--- src/rtl/noise_acq_seq_if.sv ---
// RAM-side bus of the noise acquisition sequencer.
// It carries the write port (enable, address, data) and the read port (enable, address).
interface noise_acq_seq_if #(
  parameter int unsigned AW = 12,
  parameter int unsigned DW = 12
);
  logic          ram_wen;
  logic [AW-1:0] ram_waddr;
  logic [DW-1:0] ram_wd;
  logic          ram_ren;
  logic [AW-1:0] ram_raddr;

  // The sequencer drives the RAM ports.
  modport master (
    output ram_wen,
    output ram_waddr,
    output ram_wd,
    output ram_ren,
    output ram_raddr
  );

  // The RAM or an observer receives them.
  modport slave (
    input ram_wen,
    input ram_waddr,
    input ram_wd,
    input ram_ren,
    input ram_raddr
  );
endinterface

--- src/rtl/noise_acq_seq.sv ---
// Noise acquisition sequencer.
// The controller paces ADC sampling with a programmable divider and writes each sample into
// the noise RAM. It then serves host readout by turning the asynchronous active-low XRD strobe
// into single-cycle RAM read enables with an auto-incrementing read pointer.
// All logic runs in the clk_sys domain.
module noise_acq_seq #(
  parameter int unsigned AW   = 12,
  parameter int unsigned DW   = 12,
  parameter int unsigned DIVW = 10
) (
  input  logic            clk_sys,
  input  logic            rst_n,
  input  logic            noise_load,
  input  logic [DIVW-1:0] n_divnum,
  input  logic [AW-1:0]   n_acqnum,
  input  logic            abort,
  input  logic [DW-1:0]   n_ADC,
  input  logic            XRD,
  input  logic            RAM_RDaddr_rst,
  noise_acq_seq_if.master ram,
  output logic            sample_strobe,
  output logic            acq_busy,
  output logic            acq_done,
  output logic [AW-1:0]   wr_count,
  output logic            rd_err
);

  typedef enum logic [1:0] {StIdle, StAcq, StDone} state_t;

  state_t          state;
  logic [DIVW-1:0] div_r;
  logic [AW-1:0]   num_r;
  logic [DIVW-1:0] divcnt;
  // A zero-length run still reports completion one cycle after entering DONE.
  logic            zero_pend;

  logic            xrd_s1;
  logic            xrd_s2;
  logic            xrd_h;
  logic            rd_edge;
  logic            load_fire;
  logic            tick;

  // A sample tick fires when the divider matches. Ticks stop once the last sample is written
  // or when abort drops the tick in the same cycle.
  assign tick = rst_n && (state == StAcq) && !abort && (wr_count != num_r) &&
                (divcnt == div_r);

  assign sample_strobe = tick;
  assign acq_busy      = (state == StAcq);
  assign load_fire     = noise_load && (state != StAcq);
  assign rd_edge       = xrd_h && !xrd_s2;

  // Acquisition controller: state, divider, write port and completion pulse.
  always_ff @(posedge clk_sys) begin
    if (!rst_n) begin
      state         <= StIdle;
      div_r         <= '0;
      num_r         <= '0;
      divcnt        <= '0;
      zero_pend     <= 1'b0;
      wr_count      <= '0;
      acq_done      <= 1'b0;
      ram.ram_wen   <= 1'b0;
      ram.ram_waddr <= '0;
      ram.ram_wd    <= '0;
    end else begin
      ram.ram_wen <= 1'b0;
      acq_done    <= 1'b0;
      unique case (state)
        StIdle, StDone: begin
          if (noise_load) begin
            div_r         <= n_divnum;
            num_r         <= n_acqnum;
            divcnt        <= '0;
            wr_count      <= '0;
            ram.ram_waddr <= '0;
            zero_pend     <= (n_acqnum == '0);
            state         <= (n_acqnum == '0) ? StDone : StAcq;
          end else if (zero_pend) begin
            zero_pend <= 1'b0;
            acq_done  <= 1'b0 | 1'b1;
          end
        end
        StAcq: begin
          if (abort) begin
            // An already-issued write still completes because ram_wen is registered.
            state <= StIdle;
          end else if (wr_count == num_r) begin
            // The final write was issued last cycle.
            state    <= StDone;
            acq_done <= 1'b1;
          end else if (tick) begin
            divcnt        <= '0;
            ram.ram_wen   <= 1'b1;
            ram.ram_wd    <= n_ADC;
            ram.ram_waddr <= wr_count;
            wr_count      <= wr_count + 1'b1;
          end else begin
            divcnt <= divcnt + 1'b1;
          end
        end
        default: state <= StIdle;
      endcase
    end
  end

  // Read side: XRD synchronizer, falling-edge detection, read enable, pointer and error flag.
  always_ff @(posedge clk_sys) begin
    if (!rst_n) begin
      xrd_s1        <= 1'b0;
      xrd_s2        <= 1'b0;
      xrd_h         <= 1'b0;
      ram.ram_ren   <= 1'b0;
      ram.ram_raddr <= '0;
      rd_err        <= 1'b0;
    end else begin
      xrd_s1      <= XRD;
      xrd_s2      <= xrd_s1;
      xrd_h       <= xrd_s2;
      ram.ram_ren <= 1'b0;
      if (load_fire || RAM_RDaddr_rst) begin
        // A pointer reset wins over a coincident read edge.
        ram.ram_raddr <= '0;
        rd_err        <= 1'b0;
      end else begin
        // The pointer advances in the cycle after the read enable so the RAM sees it stable.
        if (ram.ram_ren) begin
          ram.ram_raddr <= ram.ram_raddr + 1'b1;
        end
        if (rd_edge) begin
          if ((state == StAcq) || (ram.ram_raddr >= wr_count)) begin
            rd_err <= 1'b1;
          end else begin
            ram.ram_ren <= 1'b1;
          end
        end
      end
    end
  end

endmodule
--- src/flat_wrapper.sv ---
// flat-port wrapper written by rule: the top's interface ports become plain ports
module noise_acq_seq_flat 
#(
  parameter int unsigned AW   = 12,
  parameter int unsigned DW   = 12,
  parameter int unsigned DIVW = 10
)
  (clk_sys, rst_n, noise_load, n_divnum, n_acqnum, abort, n_ADC, XRD, RAM_RDaddr_rst, sample_strobe, acq_busy, acq_done, wr_count, rd_err, ram_ram_wen, ram_ram_waddr, ram_ram_wd, ram_ram_ren, ram_ram_raddr);
  noise_acq_seq_if #(.AW(AW), .DW(DW)) ram_i ();
  input  logic clk_sys;
  input  logic rst_n;
  input  logic noise_load;
  input  logic [DIVW-1:0] n_divnum;
  input  logic [AW-1:0] n_acqnum;
  input  logic abort;
  input  logic [DW-1:0] n_ADC;
  input  logic XRD;
  input  logic RAM_RDaddr_rst;
  output logic sample_strobe;
  output logic acq_busy;
  output logic acq_done;
  output logic [AW-1:0] wr_count;
  output logic rd_err;
  output wire logic [$bits(ram_i.ram_wen)-1:0] ram_ram_wen;
  output wire logic [$bits(ram_i.ram_waddr)-1:0] ram_ram_waddr;
  output wire logic [$bits(ram_i.ram_wd)-1:0] ram_ram_wd;
  output wire logic [$bits(ram_i.ram_ren)-1:0] ram_ram_ren;
  output wire logic [$bits(ram_i.ram_raddr)-1:0] ram_ram_raddr;
  assign ram_ram_wen = ram_i.ram_wen;
  assign ram_ram_waddr = ram_i.ram_waddr;
  assign ram_ram_wd = ram_i.ram_wd;
  assign ram_ram_ren = ram_i.ram_ren;
  assign ram_ram_raddr = ram_i.ram_raddr;
  noise_acq_seq #(.AW(AW), .DW(DW), .DIVW(DIVW)) u_core (.clk_sys(clk_sys), .rst_n(rst_n), .noise_load(noise_load), .n_divnum(n_divnum), .n_acqnum(n_acqnum), .abort(abort), .n_ADC(n_ADC), .XRD(XRD), .RAM_RDaddr_rst(RAM_RDaddr_rst), .ram(ram_i), .sample_strobe(sample_strobe), .acq_busy(acq_busy), .acq_done(acq_done), .wr_count(wr_count), .rd_err(rd_err));
endmodule
--- config.mk ---
export PLATFORM = sky130hd
export DESIGN_NAME = noise_acq_seq_flat
export DESIGN_NICKNAME = d
export VERILOG_FILES = /design/src/rtl/noise_acq_seq_if.sv /design/src/rtl/noise_acq_seq.sv /design/src/flat_wrapper.sv
export SDC_FILE = /design/constraint.sdc
export NUM_CORES = 1
export LEC_CHECK = 0
export CAP_MARGIN = 20
export CELL_PAD_IN_SITES_DETAIL_PLACEMENT = 0
export CELL_PAD_IN_SITES_GLOBAL_PLACEMENT = 1
export CORE_MARGIN = 4
export CORE_UTILIZATION = 40
export DETAILED_ROUTE_END_ITERATION = 7
export PLACE_DENSITY = 0.89
export RECOVER_POWER = 25
export SYNTH_ARGS = -nofsm -noshare
export SYNTH_HDL_FRONTEND = slang
export SYNTH_SLANG_ARGS = --single-unit
--- constraint.sdc ---
create_clock -name clk_sys -period 5.2 [get_ports clk_sys]
set_input_delay 1.04 -clock clk_sys [delete_from_list [all_inputs] [get_ports clk_sys]]
set_output_delay 1.04 -clock clk_sys [all_outputs]
set_load 0.02 [all_outputs]
After elaboration in Yosys (flattened, before gate mapping)
Cells that the tools add are included.
Storage, ports and cells
  flip-flop bits (word level): 90
  latch bits: 0
  output and inout port bits: 54
  bits in read-only memories: 0
  bits in writable memories: 0
  input port bits: 40
  memories kept: 0
Operators by class
  shift-type cells: 0
  multiplexer cells: 27
  equal/unequal tests: 11
  $mul: 0
  reductions and logical operators: 23
  magnitude comparators: 1
  bitwise gates (word level): 5
  add/sub/neg operators: 3
  div/mod/pow operators: 0
Operator list (count)
  12-bit 2-to-1 mux: 7
  12-bit case mux with 2 select lines: 2
  10-bit 2-to-1 mux: 4
  12-bit by 1-bit adder with 12-bit output (second input constant): 2
  10-bit case mux with 2 select lines: 1
  12-bit == test: 1
  12-bit greater-or-equal comparator: 1
  12-bit logical NOT: 1
  12-bit != test: 1
  10-bit by 1-bit adder with 10-bit output (second input constant): 1
  10-bit == test: 1
  2-bit 2-to-1 mux: 4
  2-bit != test (second input constant): 4
  4-bit AND reduction: 2
  1-bit 2-to-1 mux: 7
  1-bit logical AND: 6
  2-bit AND reduction: 3
  1-bit NOT: 5
  5-bit AND reduction: 1
  2-bit case mux with 2 select lines: 1
  2-bit OR reduction: 2
  4-bit OR reduction: 1
  3-bit by 2-bit != test with 1-bit output (second input constant): 1
  3-bit OR reduction: 1
  other kinds (8): 10

Longest topological paths before layout
Gate-level depths: netlist of the first run.
  depth in word-level cells: 9
  gate-level depth with buffers: 10
  depth with buffers taken out: 8

Worst setup path after synthesis of the first run
No wires, ideal clock.
  path type: in2out
  from: input port rst_n
  to: output port sample_strobe
  arrival time: 2.187 ns
  buffers on the path: 1
  data required time: 4.160 ns
  path slack: 1.973 ns
  cell stages on the path: 5
  path through: buf_2 -> nand3b_1 -> nor4_1 -> nand3_1 -> nor3_1
On the way
  word-level cells in the longest chain between the ends: 4
RTL lines
  from (decl): line flat_wrapper.sv:11  | input logic rst_n;
  1-bit logical AND (4 in a row): line noise_acq_seq.sv:46  | assign tick = rst_n && (state == StAcq) && !abort && (wr_count != num_r) &&
  to (decl): line flat_wrapper.sv:19  | output logic sample_strobe;
Every way passes these cells.

Final worst setup path of the first run
Ends and elaborated chain as after synthesis.

==> metrics.md, run 1 <==
| Metric | Value |
|---|---|
| Detailed-route wire length per cell | `14.8 um` |
| Critical path buffer and inverter count | `2` |
| Post-synth ARST share | `0%` |
| Slew headroom | `15.7%` |
| Share of synthesized cell area in and, or, nand and nor gates | `21.5%` |
| Overall die width | `108 um` |
| Total area of multi-input combinational cells | `2060 um^2` |
| Net count of the mapped netlist | `514` |
| Master cell of the clock root buffer | `sky130_fd_sc_hd__clkbuf_8` |
| Die area | `11,800 um^2` |
| # rows | `36` |
| Reported max-cap violation count | `0` |
| Reg2Reg Depth | `7` |
| Worst reg2reg startpoint | `u_core.wr_count[0]` |
| Cell leakage power | `0.00204 uW` |
| Later-pin clock latency in the skew report | `0.36 ns` |
| Final Max Tran Viols | `0` |
| Sequential cell area fraction in the yosys report | `44.7%` |
| Most frequently used flop master after synthesis | `sky130_fd_sc_hd__dfxtp_1` |
| Leading cell types in the layout, fill and taps excluded | `sky130_fd_sc_hd__dfxtp_1, sky130_fd_sc_hd__clkdlybuf4s50_1, sky130_fd_sc_hd__nand2_1` |
| Share of the clock period used by the worst path after layout | `81.1%` |
| Xor and xnor fraction of the mapped netlist area | `9.12%` |
| EDFF count, synth | `0` |
| Count of vias placed by the detailed router | `3,460` |
| Clock buffers created by TritonCTS | `9` |
| Switching portion of total power | `24.7%` |
| Status | `finished clean` |
| Switching Power | `334 uW` |
| Slowest stage cell on the critical path | `sky130_fd_sc_hd__clkdlybuf4s50_1` |
| Endpoint of the worst-slack reg-to-reg timing path | `u_core.ram.ram_waddr[6]` |
| Unrepaired setup endpoints after global routing | `no` |
| Clock Power Share | `36.5%` |
| Power per standard cell area | `257 nW/um^2` |
| Vias in the first global route | `3,486` |
| Int Pwr | `1020 uW` |
| Fraction of the mapped netlist area in compound gates | `12.5%` |
| Pre-CTS setup slack | `1.05 ns` |
| Class of the most critical setup path | `in -> out` |
| Fraction of the mapped netlist area in adder cells | `4.65%` |
| Most common cell after layout, fill and taps aside | `sky130_fd_sc_hd__dfxtp_1` |
| Arrival time worst endpoint | `3.18 ns` |
| Cells along the critical path | `dlygate4sd3_1 -> nand3b_1 -> nor4_1 -> nand3_1 -> nor3_1 -> clkdlybuf4s50_1` |
| Class of the most critical hold timing path | `reg -> reg` |
| Clock slew at the register clock pins of the worst setup and hold paths | `0.09 ns` |
| Logic gate share of total power | `10.0%` |
| Worst path required time | `4.16 ns` |
| Final setup skew | `0.00696 ns` |
| Routed Antenna Nets | `0` |
| Pin count of the biggest net entering global routing | `36` |
| Clock tree from TritonCTS | `done` |
| Setup Fix Bufs, Post-CTS | `0` |
| Number of iterations in the first detailed-routing pass | `4` |
| Number of standard cells after synthesis | `459` |
| Synth Area per Inst | `8.79 um^2` |
| Worst Hold Path Cells | `1` |
| Per-cell via count in the routed design | `5.08` |
| Buffers on Ports | `93` |
| Total of fill cells in the finished design | `944` |
| Tightest Pin Transition | `1.27 ns` |
| Number of library cell types mapped by synthesis | `49` |
| Effective utilization at floorplan | `41.3%` |
| All-layer global routing usage | `18.1%` |
| Worst-case vdd ir drop | `132 uV` |
| Wire length of the first global-routing pass | `16.9 mm` |
| Hold_buf cts | `0` |
| Layout cell share with drive strength beyond 1 | `3.65%` |
| Antenna cells | `0` |
| Worst Path Max Fanout | `4` |
| Bufs on Longest Clock Path | `2` |
| Post-route core utilization | `53.7%` |
| Htree depth | `3` |
| Number of clock sinks seen by CTS | `90` |
| Final net count | `598` |
| Dominant delay contributor by cell family on the critical path | `buffers and inverters` |
| Sum of negative setup slack | `0 ns` |
| Setup Viol. Count Final | `0` |
| Highest Clock Rate | `0.237 GHz` |
| Worst hold start | `u_core.xrd_s1` |
| Minimum clock period | `4.22 ns` |
| DR DRC count | `0` |
| WHS Endpoint | `u_core.xrd_s2` |
| Number of placed I/O pins | `94` |
| Reg area | `1800 um^2` |
| Number of warning messages in the yosys log | `0` |
| Layout Area Growth over Synthesis | `30.2%` |
| Hold Fails Final Rpt | `0` |
| R2r setup slk | `2.16 ns` |
| Floorplan die height | `108 um` |
| Quantity of gates resized following cts | `0` |
| Core region area | `9770 um^2` |
| Biggest cell delay along the critical path | `0.65 ns` |
| Placer Congestion | `0.806` |
| Fraction of power consumed by sequential logic | `53.5%` |
| Crit end category | `output port` |
| First DRT Iteration DRCs | `193` |
| Main combinational cell family by area after synthesis | `simple AND/OR/NAND/NOR gates` |
| Critical Path Source Type | `input pin` |
| Initial antenna violation count | `0` |
| #FFs+latches synth | `90` |
| Share of cell area taken by muxes after synthesis | `3.48%` |
| Total grt overflow | `0` |
| Netlist area before placement | `4030 um^2` |
| Total Routed Length | `10.1 mm` |
| DP HPWL | `7.59 mm` |
| Setup ws final | `0.982 ns` |
==> cells by family after synthesis <==
group,count (synthesis)
compound gates,75
xor+xnor,42
fa+ha+maj,15
buf+inv,40
flops,90
mux,14
simple gates,183
==> worst max-delay path by stage <==
stage,startpoint,to,depth (start not counted)
global placement,rst_n,sample_strobe,6
CTS,rst_n,sample_strobe,6
finish,rst_n,sample_strobe,6
global route,rst_n,sample_strobe,6
floorplan,rst_n,sample_strobe,5
detailed placement,rst_n,sample_strobe,6
==> cell type report <==
type | instances | share of cell area, %
multi-input cells | 329 | 39.3
flip-flops and latches | 90 | 34.3
repair buffers | 97 | 18.2
well taps | 133 | 3.17
clock buffers | 12 | 2.95
inverters | 16 | 1.14
clock inverters | 4 | 0.953
==> metrics by stage <==
step | hold slack [ns] | area, um^2 | std cells | power, uW
after floorplan | 0.412 | 4030 | 459 | 816
after global placement | 0.416 | 5050 | 665 | 871
after detailed placement | 0.425 | 5050 | 665 | 874
after CTS | 0.450 | 5260 | 681 | 1360
after global routing | 0.471 | 5250 | 681 | 1410
final | 0.451 | 5250 | 681 | 1350
==> metal layers <==
metal	vias to the layer above	routed length (um)	track usage, %
met1	1618	4690	23.6
met5	-	0	0
met2	87	4740	30.1
met4	0	128	5.14
li1	1746	-	-
met3	9	500	4.12
==> synthesized netlist by cell type (2+ instances only) <==
library cell | n | share of area [%]
sky130_fd_sc_hd__a21o_1 | 4 | 0.74
sky130_fd_sc_hd__and2_1 | 4 | 0.62
sky130_fd_sc_hd__nor3b_1 | 2 | 0.37
sky130_fd_sc_hd__xor2_1 | 38 | 8.3
sky130_fd_sc_hd__nand3_1 | 11 | 1.4
sky130_fd_sc_hd__mux2i_1 | 14 | 3.5
sky130_fd_sc_hd__xnor2_1 | 4 | 0.87
sky130_fd_sc_hd__o21a_1 | 3 | 0.56
sky130_fd_sc_hd__a22o_1 | 12 | 2.6
sky130_fd_sc_hd__nor2_1 | 52 | 4.8
sky130_fd_sc_hd__o21ai_0 | 6 | 0.74
sky130_fd_sc_hd__a31oi_1 | 2 | 0.31
sky130_fd_sc_hd__buf_4 | 2 | 0.37
sky130_fd_sc_hd__ha_1 | 15 | 4.7
sky130_fd_sc_hd__clkbuf_1 | 15 | 1.4
sky130_fd_sc_hd__buf_2 | 7 | 0.87
sky130_fd_sc_hd__nand2_1 | 61 | 5.7
sky130_fd_sc_hd__nand4_1 | 11 | 1.7
sky130_fd_sc_hd__nor4_1 | 12 | 1.9
sky130_fd_sc_hd__a21oi_1 | 32 | 4.0
sky130_fd_sc_hd__dfxtp_1 | 90 | 45
sky130_fd_sc_hd__inv_1 | 16 | 1.5
sky130_fd_sc_hd__nor2b_1 | 3 | 0.47
sky130_fd_sc_hd__a211o_1 | 2 | 0.43
sky130_fd_sc_hd__nand2b_1 | 3 | 0.47
sky130_fd_sc_hd__nor3_1 | 8 | 0.99
sky130_fd_sc_hd__and3_1 | 7 | 1.1
sky130_fd_sc_hd__a211oi_1 | 2 | 0.37
==> registers in the layout, summed over array words and instances, names as in the netlist, 2 cells and up <==
name                  count
u_core.num_r             12
u_core.ram.ram_raddr     12
u_core.ram.ram_waddr     12
u_core.ram.ram_wd        12
u_core.wr_count          12
u_core.div_r             10
u_core.divcnt            10
u_core.state              2
==> power by group through the flow <==
| stage | Clock, uW | Combinational [uW] | Sequential [uW] |
|---|---|---|---|
| 2_1_floorplan | 0 | 80.8 | 735 |
| 3_3_place_gp | 0 | 134 | 737 |
| 3_5_place_dp | 0 | 136 | 738 |
| 4_1_cts | 502 | 137 | 722 |
| 5_1_grt | 536 | 151 | 724 |
| 6_report | 492 | 135 | 722 |
Note: power is estimated with default switching activity, not from simulation.
==> run 2, diff against run 1 <==
CORE_UTILIZATION = 33   (was 40)
PLACE_DENSITY = 0.79   (was 0.89)
clock period = 3.53 ns   (was 5.2 ns; I/O delays follow)
==> metrics.md, run 2 (synthesis gave the netlist of run 1 again) <==
| Metric | Value |
|---|---|
| Class of the most critical setup path | `in -> out` |
| Violations in the final reports | `capacitance limit, slew limit` |
| Worst reg2reg startpoint | `u_core.wr_count[0]` |
| Critical path buffer and inverter count | `2` |
| Reported max-cap violation count | `1` |
| R2r setup slk | `0.66 ns` |
| Fraction of power consumed by sequential logic | `46.2%` |
| Share of the clock period used by the worst path after layout | `93.9%` |
| Int Pwr | `1770 uW` |
| Per-cell via count in the routed design | `5.00` |
| Post-route core utilization | `45.3%` |
| All-layer global routing usage | `15.8%` |
| Slew headroom | `-11.0%` |
| Logic gate share of total power | `9.2%` |
| Leading cell types in the layout, fill and taps excluded | `sky130_fd_sc_hd__clkdlybuf4s50_1, sky130_fd_sc_hd__dfxtp_1, sky130_fd_sc_hd__nand2_1` |
| Clock tree from TritonCTS | `done` |
| Hold_buf cts | `0` |
| Class of the most critical hold timing path | `reg -> reg` |
| Placer Congestion | `0.822` |
| Number of clock sinks seen by CTS | `90` |
| Dominant delay contributor by cell family on the critical path | `buffers and inverters` |
| Count of vias placed by the detailed router | `3,511` |
| Crit end category | `output port` |
| Effective utilization at floorplan | `33.6%` |
| Total grt overflow | `0` |
| Most common cell after layout, fill and taps aside | `sky130_fd_sc_hd__clkdlybuf4s50_1` |
| Core region area | `12,000 um^2` |
| Switching Power | `530 uW` |
| Minimum clock period | `3.31 ns` |
| Final Instance Area | `5440 um^2` |
| Overall die width | `119 um` |
| Floorplan die height | `119 um` |
| Worst path required time | `2.82 ns` |
| Number of placed I/O pins | `94` |
| Status | `finished with violations` |
| Launch point of the critical path | `rst_n` |
| Total power of the final layout | `2300 uW` |
| # rows | `40` |
| DR DRC count | `0` |
| Power per standard cell area | `423 nW/um^2` |
| Setup Viol. Count Final | `0` |
| Unrepaired setup endpoints after global routing | `no` |
| Later-pin clock latency in the skew report | `0.35 ns` |
| Reg2Reg Depth | `7` |
| Total Routed Length | `10.6 mm` |
| Cell leakage power | `0.00212 uW` |
| Initial antenna violation count | `0` |
| Endpoint of the worst-slack reg-to-reg timing path | `u_core.ram.ram_waddr[1]` |
| Highest Clock Rate | `0.302 GHz` |
| Worst Path Max Fanout | `2` |
| Tightest Pin Transition | `1.67 ns` |
| Htree depth | `3` |
| Master cell of the clock root buffer | `sky130_fd_sc_hd__clkbuf_16` |
| Die area | `14,100 um^2` |
| Switching portion of total power | `23.0%` |
| Cells along the critical path | `clkdlybuf4s50_1 -> nand3b_1 -> nor4_2 -> nand3_1 -> nor3_1 -> clkdlybuf4s50_1` |
| Bufs on Longest Clock Path | `2` |
| Vias in the first global route | `3,518` |
| Layout cell share with drive strength beyond 1 | `5.23%` |
| Clock slew at the register clock pins of the worst setup and hold paths | `0.06 ns` |
| Final setup skew | `0.0107 ns` |
| Sum of negative setup slack | `0 ns` |
| Final Max Tran Viols | `39` |
| Clock buffers created by TritonCTS | `9` |
| Clock Power Share | `44.6%` |
| Final net count | `605` |
| Crit path depth | `6` |
| Total of fill cells in the finished design | `1,192` |
| Layout Area Growth over Synthesis | `34.9%` |
| Number of iterations in the first detailed-routing pass | `4` |
| Routed Antenna Nets | `0` |
| Wire length of the first global-routing pass | `17.8 mm` |
| Critical Path Source Type | `input pin` |
| Arrival time worst endpoint | `2.61 ns` |
| Placed Area | `5120 um^2` |
| Slowest stage cell on the critical path | `sky130_fd_sc_hd__clkdlybuf4s50_1` |
| Biggest cell delay along the critical path | `0.67 ns` |
| Worst-case vdd ir drop | `204 uV` |
| Worst path most repeated cell | `sky130_fd_sc_hd__clkdlybuf4s50_1` |
| Pin count of the biggest net entering global routing | `39` |
| Detailed-route wire length per cell | `15.1 um` |
| Endpoint of the worst setup timing path | `sample_strobe` |
| First DRT Iteration DRCs | `250` |
| Antenna cells | `0` |
| Hold Fails Final Rpt | `0` |
| DP HPWL | `8.05 mm` |
| Buffers on Ports | `93` |
-- run 2: cell count changes in the layout (fill, tap and decap cells not counted), sizes merged --
cell	change
buf	+7
bufinv	+1
clkbuf	-2
clkdlybuf4s50	+10
clkinv	+3
clkinvlp	-2
dlygate4sd3	-10
-- run 2: per-layer routing --
layer,vias to the layer above,global-route usage [%],wire (um)
li1,1765,-,-
met1,1626,20.0,4930
met2,100,24.8,4760
met3,20,4.74,659
met4,0,6.88,278
met5,-,0,0
-- run 2: cell type report --
class / count / area [um^2] / area share [%]
Clock buffer: 10 / 239 / 4.39
Tap cell: 147 / 184 / 3.38
Multi-Input combinational cell: 329 / 2070 / 38.1
Sequential cell: 90 / 1800 / 33.1
Clock inverter: 6 / 80.1 / 1.47
Timing Repair Buffer: 104 / 1010 / 18.5
Inverter: 16 / 60.1 / 1.10
-- run 2: worst min-delay path by stage --
stage,depth (start not counted),end,startpoint,slack [ns]
after detailed placement,1,u_core.xrd_s2,u_core.xrd_s1,0.42
final,1,u_core.xrd_s2,u_core.xrd_s1,0.43
after CTS,1,u_core.xrd_s2,u_core.xrd_s1,0.43
after global routing,1,u_core.xrd_s2,u_core.xrd_s1,0.46
after floorplan,1,u_core.xrd_s2,u_core.xrd_s1,0.41
after global placement,1,u_core.xrd_s2,u_core.xrd_s1,0.42
-- run 2: power groups by stage --
stage	logic [uW]	registers, uW	clock network, uW
after detailed placement	212	1090	0
after global placement	209	1090	0
after CTS	213	1060	1060
after floorplan	119	1080	0
after global routing	236	1070	1100
final	212	1060	1030
-- run 2: what timing repair did --
item	4_1_cts	5_1_grt
endpoints found under the setup margin	0	1
setup buffers	0	0
gates resized for setup	0	1
-- run 2: stage by stage --
stage	instances	setup slack, ns	hold slack (ns)
2_1_floorplan	459	0.971	0.412
3_5_place_dp	686	0.148	0.417
4_1_cts	702	0.142	0.432
5_1_grt	702	0.0702	0.456
6_report	702	0.216	0.431
3_3_place_gp	686	0.143	0.417
